**config.mk**
```make
export PLATFORM = sky130hd
export DESIGN_NAME = spi_master_ram_if
export DESIGN_NICKNAME = d
export VERILOG_FILES = /design/src/rtl/spi_ram_pkg.sv /design/src/rtl/spi_master_ram_if.sv
export SDC_FILE = /design/constraint.sdc
export NUM_CORES = 1
export LEC_CHECK = 0
export ABC_AREA = 1
export BUFFER_PORTS_ARGS = -buffer_cell sky130_fd_sc_hd__buf_2
export CAP_MARGIN = 5
export CORE_ASPECT_RATIO = 2
export CORE_MARGIN = 5
export CORE_UTILIZATION = 50
export CTS_BUF_LIST = sky130_fd_sc_hd__clkbuf_8
export CTS_CLUSTER_SIZE = 12
export DETAILED_ROUTE_END_ITERATION = 7
export HOLD_SLACK_MARGIN = 0.08
export PLACE_DENSITY = 0.73
export SYNTH_ARGS = -nofsm -noshare
export SYNTH_HDL_FRONTEND = slang
export SYNTH_SLANG_ARGS = --single-unit
export TNS_END_PERCENT = 100
```
**constraint.sdc**
```tcl
create_clock -name clk -period 3.2 [get_ports clk]
set_input_delay 0.16 -clock clk [delete_from_list [all_inputs] [get_ports clk]]
set_output_delay 0.16 -clock clk [all_outputs]
set_load 0.1 [all_outputs]
```
**src/rtl/spi_ram_pkg.sv**
```systemverilog
// Shared definitions for the SPI master / SPI slave / RAM subsystem:
// master FSM states and the 2-bit command codes carried in frame[9:8].
package spi_ram_pkg;

    typedef enum logic [2:0] {
        IDLE,
        SETUP,
        SEND,
        WAIT,
        RECV,
        DONE
    } state_t;

    localparam logic [1:0] CMD_WR_ADDR = 2'b00;
    localparam logic [1:0] CMD_WR_DATA = 2'b01;
    localparam logic [1:0] CMD_RD_ADDR = 2'b10;
    localparam logic [1:0] CMD_RD_DATA = 2'b11;

endpackage

```
**src/rtl/spi_master_ram_if.sv**
```systemverilog
// Host-side SPI master for the SPI-slave/RAM subsystem; SPI bit clock is clk itself.
// Optional macro SPI_MASTER_REQ_ERR_EN adds req_err, flagging requests dropped while busy.
module spi_master_ram_if
    import spi_ram_pkg::*;
#(
    parameter int FRAME_W   = 10,
    parameter int DATA_W    = 8,
    parameter int SETUP_CYC = 2,
    parameter int RD_WAIT   = 2
) (
    input  logic               clk,
    input  logic               rst,
    input  logic               req_valid,
    input  logic [FRAME_W-1:0] req_frame,
    output logic               req_ready,
    output logic               ss_n,
    output logic               MOSI,
    input  logic               MISO,
    output logic [DATA_W-1:0]  rd_data,
    output logic               rd_valid,
    output logic               busy
`ifdef SPI_MASTER_REQ_ERR_EN
    ,
    output logic               req_err
`endif
);

    function automatic int max_int(input int a, input int b);
        return (a > b) ? a : b;
    endfunction

    localparam int CNT_MAX = max_int(max_int(SETUP_CYC, FRAME_W), max_int(RD_WAIT, DATA_W));
    localparam int CNT_W   = $clog2(CNT_MAX + 1);

    state_t             state, state_n;
    logic [CNT_W-1:0]   cnt, cnt_n;
    logic [FRAME_W-1:0] tx_sh;
    logic [DATA_W-2:0]  rx_sh;
    logic               rd_frame;

    // Counter holds "cycles left in this state minus one"; it is reloaded on every state entry.
    function automatic logic [CNT_W-1:0] load_cnt(input state_t s);
        case (s)
            SETUP:   return CNT_W'(SETUP_CYC - 1);
            SEND:    return CNT_W'(FRAME_W - 1);
            WAIT:    return CNT_W'(RD_WAIT - 1);
            RECV:    return CNT_W'(DATA_W - 1);
            default: return '0;
        endcase
    endfunction

    always_comb begin
        state_n = state;
        case (state)
            IDLE:    if (req_valid) state_n = SETUP;
            SETUP:   if (cnt == '0) state_n = SEND;
            SEND:    if (cnt == '0) state_n = rd_frame ? WAIT : DONE;
            WAIT:    if (cnt == '0) state_n = RECV;
            RECV:    if (cnt == '0) state_n = DONE;
            DONE:    state_n = IDLE;
            default: state_n = IDLE;
        endcase

        if (state_n != state) begin
            cnt_n = load_cnt(state_n);
        end else if (cnt != '0) begin
            cnt_n = cnt - CNT_W'(1);
        end else begin
            cnt_n = cnt;
        end
    end

    always_ff @(posedge clk) begin
        if (rst) begin
            state    <= IDLE;
            cnt      <= '0;
            tx_sh    <= '0;
            rx_sh    <= '0;
            rd_frame <= 1'b0;
            rd_data  <= '0;
            rd_valid <= 1'b0;
        end else begin
            state    <= state_n;
            cnt      <= cnt_n;
            rd_valid <= (state == RECV) && (cnt == '0);
            if (state == IDLE && req_valid) begin
                tx_sh    <= req_frame;
                rd_frame <= (req_frame[FRAME_W-1 -: 2] == CMD_RD_DATA);
            end
            if (state == SEND) begin
                tx_sh <= {tx_sh[FRAME_W-2:0], 1'b0};
            end
            // MISO is sampled at the edge closing each RECV cycle; the last sample lands in rd_data directly.
            if (state == RECV) begin
                rx_sh <= {rx_sh[DATA_W-3:0], MISO};
                if (cnt == '0) rd_data <= {rx_sh, MISO};
            end
        end
    end

`ifdef SPI_MASTER_REQ_ERR_EN
    always_ff @(posedge clk) begin
        if (rst) req_err <= 1'b0;
        else     req_err <= req_valid && (state != IDLE);
    end
`endif

    assign req_ready = (state == IDLE);
    assign busy      = (state != IDLE);
    assign ss_n      = (state == IDLE) || (state == DONE);
    assign MOSI      = (state == SEND) ? tx_sh[FRAME_W-1] : 1'b0;

endmodule
```
After elaboration in Yosys (flattened, before gate mapping)
Index checks and enable logic that the tools add are counted.

Add/sub/neg operators: 1. Equal/unequal tests: 11. Mux-type cells: 13. Reduce and logical (&&, ||, !) cells: 12.

Operator list (count): 2-to-1 mux 10 bit (2); 2-to-1 mux 3 bit (6); case mux 3 bit (5 select lines) (1); equality test 3 x 2 -> 1 bit, second input constant (4); case mux 4 bit (3 select lines) (1); equality test 3 bit, second input constant (3); 2-to-1 mux 4 bit (2); equality test 3 x 1 -> 1 bit, second input constant (2); logical NOT 4 bit (1); nonzero test 2 bit (2); nonzero test 4 bit (1); OR reduction 2 bit (2); subtractor 4 x 1 -> 4 bit, second input constant (1); logical NOT 3 bit (1); inequality test 3 bit (1); nonzero test 3 bit (1); equality test 2 bit, second input constant (1); logical AND 1 bit (2); AND reduction 2 bit (1); logical OR 1 bit (1); 2-to-1 mux 1 bit (1).

Bits in registers: 34. Input port bits: 14. Output and inout port bits: 13. Logic and storage cells: 45.

Depth between registers and ports, before layout
Gate-level depths: netlist of run 1.

Depth after elaboration: 7. Depth in mapped cells: 13. Depth with buffers taken out: 13.

Worst setup path after synthesis of run 1
OpenSTA, ideal clock, no wires.

Path kind: register to output. From: reg state[1]. To: out MOSI. Arrival: 2.185 ns. Required time: 3.040 ns. Path slack: 0.855 ns. Stages on the path, launching flop included: 6. Path buffers: 1. Cells stage by stage: dfxtp_1 inv_1 nor3_2 buf_2 inv_1 nor2_1.

Longest elaborated chain between the ends: 2.

RTL lines: start: declaration (RTL line spi_master_ram_if.sv:35) `state_t state, state_n;`; start signal: assignment (RTL line spi_master_ram_if.sv:83) `state <= state_n;`; equality test 3 x 2 -> 1 bit (RTL line spi_master_ram_if.sv:111) `assign MOSI = (state == SEND) ? tx_sh[FRAME_W-1] : 1'b0;`; 2-to-1 mux 1 bit (RTL line spi_master_ram_if.sv:111); end: declaration (RTL line spi_master_ram_if.sv:17) `output logic MOSI,`.

No other way between the ends.

Worst setup path after layout of run 1
Same ends and word-level chain as after synthesis.

==> results of run 1 <==
flip-flops by register name (all words and copies together) (netlist names):
name / cells
cnt: 4
rd_data: 8
rd_frame: 1
rd_valid: 1
rx_sh: 7
state: 3
tx_sh: 10
critical path, stage by stage (launching register included):
cell and delay (ns):
dfxtp_1 0.40, inv_1 0.13, nor3_2 0.54, inv_1 0.13, nor2_1 0.11, buf_2 0.43
kinds of logic (layout without fill, tap and decap cells):
logic type / Yosys count / count (layout) / share of synthesized area, %
simple gates: 101 / 101 / 30.8
compound gates: 38 / 38 / 14.4
flops: 34 / 34 / 44.9
buf+inv: 26 / 53 / 7.35
xor+xnor: 3 / 3 / 1.73
fa+ha+maj: 1 / 1 / 0.826
metal layers:
layer	wire [um]	vias to the layer above
li1	-	710
met1	1300	625
met2	1690	26
met3	120	6
met4	61	0
met5	0	-
cells in the final DEF (no fill, tap or decap), drive strengths merged:
cell type / n
xnor2: 1
nor3: 4
clkbuf: 6
a31oi: 8
a21oi: 9
a2111oi: 1
a221oi: 1
a21boi: 1
xor2: 2
nand4: 1
inv: 19
ha: 1
buf: 26
o21ai: 17
nand2: 48
nor2: 36
nand3: 12
bufinv: 2
dfxtp: 34
o2111ai: 1
through the flow:
| stage | hold slack, ns | cell area [sq um] | instances |
|---|---|---|---|
| 2_1_floorplan | 0.306 | 1520 | 203 |
| 3_3_place_gp | 0.408 | 1640 | 252 |
| 3_5_place_dp | 0.401 | 1640 | 252 |
| 4_1_cts | 0.104 | 1790 | 260 |
| 5_1_grt | 0.118 | 1790 | 260 |
| 6_report | 0.113 | 1790 | 260 |
cell type report:
type                    count  area [sq um]  share of cell area (%)
repair buffers             26           130                    7.29
well taps                  30          37.5                    2.10
flip-flops and latches     34           681                    38.1
clock inverters             2          60.1                    3.36
inverters                  19          71.3                    3.99
multi-input cells         143           723                    40.5
clock buffers               6          82.6                    4.63
where the power goes:
group | total (mW) | switching (mW) | internal, mW | leakage (nW)
registers | 0.567 | 0.0641 | 0.503 | 0.277
logic | 0.916 | 0.691 | 0.225 | 0.476
clock network | 0.481 | 0.149 | 0.332 | 0.0714
worst min-delay path by stage:
stage	from	slack [ns]	cells after the start	to
2_1_floorplan	MISO	0.31	2	rx_sh[0]
3_3_place_gp	MISO	0.41	3	rx_sh[0]
3_5_place_dp	MISO	0.40	3	rx_sh[0]
4_1_cts	MISO	0.10	3	rx_sh[0]
5_1_grt	MISO	0.12	3	rx_sh[0]
6_report	MISO	0.11	3	rx_sh[0]
==> impl_metrics.toml, run 1 <==
[global_routing]
grt_busiest_layer = "met2"
grt_overflow = 0
grt_max_degree = 19
grt_pass1_wl_um = 5540
grt_usage_pct = 16.3
met3_usage_pct = 3.75
grt_util_met2_pct = 29.0
antenna_found_initial = 0
grt_pass1_vias = 1327
met1_usage_pct = 16.4

[clocking]
cts.clk_slew.worst_paths_ns = 0.07
cts_setup_buffers = 0
insertion_delay_ns = 0.28
cts_max_level = 2
cts_tree = "done"
cts_hold_buf = 0
cts_root_buffer = "clkbuf_8"
clock_path_buffers = 2
numCtsBuffers = 5
cts_sinks = 34
cts_resized = 0

[logic_synthesis]
ys_types = 28
synth_commonest_cells = "nand2_1 (41), dfxtp_1 (34), nor2_1 (31)"
syn-num-nets = 218
synthCells = 203
yosysTopAreaCellShare_pct = 44.9
post-synth-top-count-cell = "nand2_1"
netlist_top_cells_area = "dfxtp_1 (45%), nand2_1 (10%), nor2_1 (7.7%), o21ai_0 (5.3%), nand3_1 (4.0%)"
ys_warn_count = 0
synth_area_leader_cell = "dfxtp_1"
ys_ff_latch = 34
async_flop_share_pct = 0
synth-edff-count = 0
ys.flop_type = "dfxtp_1"
ys_seq_area_share_pct = 44.9
syn_avg_cell_area_sq_um = 7.46
synthesis.area_sq_um = 1520

[die]
rows = 28
initial_core_util_pct = 51.5
ioPinCount = 27
die_h_um = 87.9
core_sq_um = 2940
fp.dieW_um = 48.9
dieArea_sq_um = 4300

[cells_and_area]
layout-drive-gt1-share_pct = 23.0
areaGrowthSynthToFinish_pct = 17.8
diodes = 0
nets = 244
final_core_util_pct = 60.7
nFillCells = 279

[sta]
layout_min_cycle_time_ns = 2.18
slew_violations = 0
finalHoldViolations = 0
tightestPinTransition_ns = 0.686
rsz0062_at_grt = "no"
relSlewSlack_pct = 54.0
post-route-period-util_pct = 68.2
finalWorstSetupSlack_ns = 1.02
setup_viol = 0
timing.setup.tns_ns = 0
skew_ns = 0.00554
fmax_mhz = 458

[place]
pre_cts_ws_ns = 1.35
port_buffers = 26
place_hpwl_um = 2290
place_congestion = 0.862

[worst_setup_path]
worst_ep_arrival_time_ns = 2.02
r2r_cells = 10
startpoint = "state[1]"
crit_type = "flip-flop to primary output"
critPathMaxFanout = 12
reg2reg_from = "state[1]"
crit_required_ns = 3.04
r2r_slack_ns = 1.38
r2r_end = "cnt[0]"
crit_path_start_kind = "flip-flop"
crit_end = "MOSI"
end_kind = "primary output"

[drt]
vias = 1367
firstDrtPassIters = 5
drt-total-wl_um = 3180
drt-initial-drc-count = 38
wl_per_cell_um = 12.2
viasPerCell = 5.26
drc_errors = 0
antenna_left = 0

[flow_run]
maxCapViolCount = 0

[power]
p_leak_nw = 0.824
finalPower_mw = 1.96
p_per_area_nw_per_um2 = 1100
peakVddDrop_v = 0.000721

[outcome]
status = "completed"

[hold_path]
hp-class = "input port to flip-flop"
Power figures use the tool's default switching activity.
==> run 2: changes to the inputs <==
--- a/config.mk
+++ b/config.mk
@@ -5,7 +5,7 @@
 export SDC_FILE = /design/constraint.sdc
 export NUM_CORES = 1
 export LEC_CHECK = 0
-export ABC_AREA = 1
+export ABC_AREA = 0
 export BUFFER_PORTS_ARGS = -buffer_cell sky130_fd_sc_hd__buf_2
 export CAP_MARGIN = 5
 export CORE_ASPECT_RATIO = 2
@@ -15,7 +15,7 @@
 export CTS_CLUSTER_SIZE = 12
 export DETAILED_ROUTE_END_ITERATION = 7
 export HOLD_SLACK_MARGIN = 0.08
-export PLACE_DENSITY = 0.73
+export PLACE_DENSITY = 0.72
 export SYNTH_ARGS = -nofsm -noshare
 export SYNTH_HDL_FRONTEND = slang
 export SYNTH_SLANG_ARGS = --single-unit
==> constraint.sdc (replaced) <==
create_clock -name clk -period 2.2 [get_ports clk]
set_input_delay 0.11 -clock clk [delete_from_list [all_inputs] [get_ports clk]]
set_output_delay 0.11 -clock clk [all_outputs]
set_load 0.1 [all_outputs]
==> impl_metrics.toml, run 2 <==
[cells_and_area]
multiInputGateArea_sq_um = 802
diodes = 0
nFillCells = 307
final_common_cell = "nand2_1"
final_core_util_pct = 58.7
areaGrowthSynthToFinish_pct = 15.8
top_regs = "tx_sh (10), rd_data (8), rx_sh (7)"
largest_reg_flops = 10
layout-drive-gt1-share_pct = 20.5
nets = 234
regArea_sq_um = 681
final_cell_mix = "nand2_1 (39), dfxtp_1 (34), buf_2 (25)"
regMostFlops = "tx_sh"

[logic_synthesis]
ys.flop_type = "dfxtp_1"
synth_mux_area_share_pct = 1.90
async_flop_share_pct = 0
netlist_top_cells_area = "dfxtp_1 (43%), nand2_1 (9.3%), a21oi_1 (7.3%), a311oi_1 (3.9%), nor2_1 (3.6%)"
syn_avg_cell_area_sq_um = 8.15
synthSimpleGateAreaFrac_pct = 28.4
synth-xor-area-share_pct = 0.554
synthCells = 194
ys_warn_count = 0
ys_ff_latch = 34
syn-num-nets = 209
yosys.area_share.adder_pct = 0.791
post-synth-top-count-cell = "nand2_1"
synth_compound_area_share_pct = 18.5
yosysTopAreaCellShare_pct = 43.0
synthesis.area_sq_um = 1580
synth_area_leader_cell = "dfxtp_1"
synth_commonest_cells = "nand2_1 (39), dfxtp_1 (34), a21oi_1 (23)"
ys_types = 37
ys_seq_area_share_pct = 43.0
synth_top_family_by_area = "simple AND/OR/NAND/NOR gates"
synth-edff-count = 0

[worst_setup_path]
critical-path-max-stage-delay_ns = 0.57
crit_chain = "or3_2 > clkinvlp_4 > buf_2"
startpoint = "state[0]"
reg2reg_from = "state[0]"
crit_type = "flip-flop to primary output"
r2r_cells = 4
crit_path_top_delay_cell = "or3_2"
critPathMaxFanout = 16
end_kind = "primary output"
crit_path_start_kind = "flip-flop"
worst_ep_arrival_time_ns = 1.83
crit_required_ns = 2.09

[clocking]
cts_root_buffer = "clkbuf_8"
cts.clk_slew.worst_paths_ns = 0.06
numCtsBuffers = 5
cts_max_level = 2
insertion_delay_ns = 0.29
clock_path_buffers = 2
cts_sinks = 34
cts_tree = "done"

[hold_path]
hp-start = "req_frame[3]"
hold_depth = 3
hp-class = "input port to flip-flop"

[drt]
wl_per_cell_um = 13.5
firstDrtPassIters = 4
drt-initial-drc-count = 18
drc_errors = 0
antenna_left = 0
viasPerCell = 5.55
vias = 1388
drt-total-wl_um = 3380

[place]
port_buffers = 26
place_hpwl_um = 2560
place_congestion = 0.797

[sta]
slew_violations = 0
setup_viol = 0
tightestPinTransition_ns = 0.618
post-route-period-util_pct = 88.3
finalHoldViolations = 0
timing.setup.tns_ns = 0
relSlewSlack_pct = 58.6
rsz0062_at_grt = "no"
skew_ns = 0.00278
layout_min_cycle_time_ns = 1.94
fmax_mhz = 515

[die]
dieArea_sq_um = 4460
ioPinCount = 27
rows = 29
core_sq_um = 3120
initial_core_util_pct = 50.7
fp.dieW_um = 49.8
die_h_um = 89.5

[global_routing]
antenna_found_initial = 0
grt_max_degree = 35
grt_pass1_vias = 1372
grt_overflow = 0
grt_usage_pct = 17.2
grt_pass1_wl_um = 6010

[power]
p_per_area_nw_per_um2 = 1290
p_sw_mw = 1.07
p_clk_share_pct = 17.8
p_comb_share_pct = 46.6
p_seq_share_pct = 35.6
p_leak_nw = 0.733
internal_power_mw = 1.29
peakVddDrop_v = 0.000783
sw_frac_of_total_pct = 45.5

[flow_run]
maxCapViolCount = 0

[outcome]
status = "completed"
## run 2: changes by cell type in the layout (fill, tap and decap cells not counted), moves of 4 or more
cell           delta
inv_2             -5
nor2_1           -18
a21oi_1          +14
dlygate4sd3_1     +4
nand2_2           -4
a31oi_1           -7
inv_1             -7
a311oi_1          +7
o21ai_0          -10
## run 2: critical path, delay by kind of cell, from the launching register on
| kind | cells | cell delay (ns) |
|---|---|---|
| flops | 1 | 0.49 |
| buf+inv | 2 | 0.49 |
| simple gates | 1 | 0.57 |
## run 2: routing by layer
layer,wire [um],GRT usage [%],up-vias
met5,0,0,-
met4,125,10.3,0
met3,186,4.51,12
met2,1840,32.0,34
met1,1230,16.3,631
li1,-,-,711
## run 2: what timing repair did
| item | 4_1_cts | 5_1_grt |
|---|---|---|
| setup endpoints to repair | 0 | 1 |
| resized for setup | 0 | 1 |
| hold endpoints to repair | 5 | 0 |
| hold buffers | 4 | 0 |
| setup buffers | 0 | 0 |
## run 2: power groups by stage
stage	registers, mW	logic, mW	clock network (mW)
2_1_floorplan	0.801	0.974	0
3_3_place_gp	0.845	1.07	0
3_5_place_dp	0.852	1.10	0
4_1_cts	0.840	1.11	0.432
5_1_grt	0.854	1.20	0.462
6_report	0.840	1.10	0.421
## run 2: path summary, 6_finish.rpt
path,end,slack (ns)
worst min-delay path,tx_sh[3],0.09
worst max register to register,tx_sh[2],0.39
worst min register to register,rd_data[3],0.45
worst max-delay path,req_ready,0.26
## run 2: final cells by class
type,instances,share of cell area (%)
multi-input cells,139,43.8
clock inverters,2,0.410
inverters,6,1.43
flip-flops and latches,34,37.2
repair buffers,33,11.3
well taps,31,2.12
clock buffers,5,3.76
## run 2: kinds of logic after synthesis
group	count (synthesis)
multiplexers	3
adder cells (fa/ha/maj)	1
XOR/XNOR	1
buffers and inverters	21
AND/OR/NAND/NOR	87
flip-flops	34
AO/OA/AOI/OAI	47
## run 2: per-stage QoR
stage	power [mW]	instances	worst slack (ns)	hold slack (ns)	instance area (sq um)
finish	2.36	250	0.258	0.0919	1830
global route	2.51	250	0.0865	0.0956	1830
CTS	2.38	250	0.0888	0.0840	1830
detailed placement	1.95	239	0.413	0.381	1710
global placement	1.92	239	0.486	0.377	1710
floorplan	1.77	194	0.236	0.246	1590
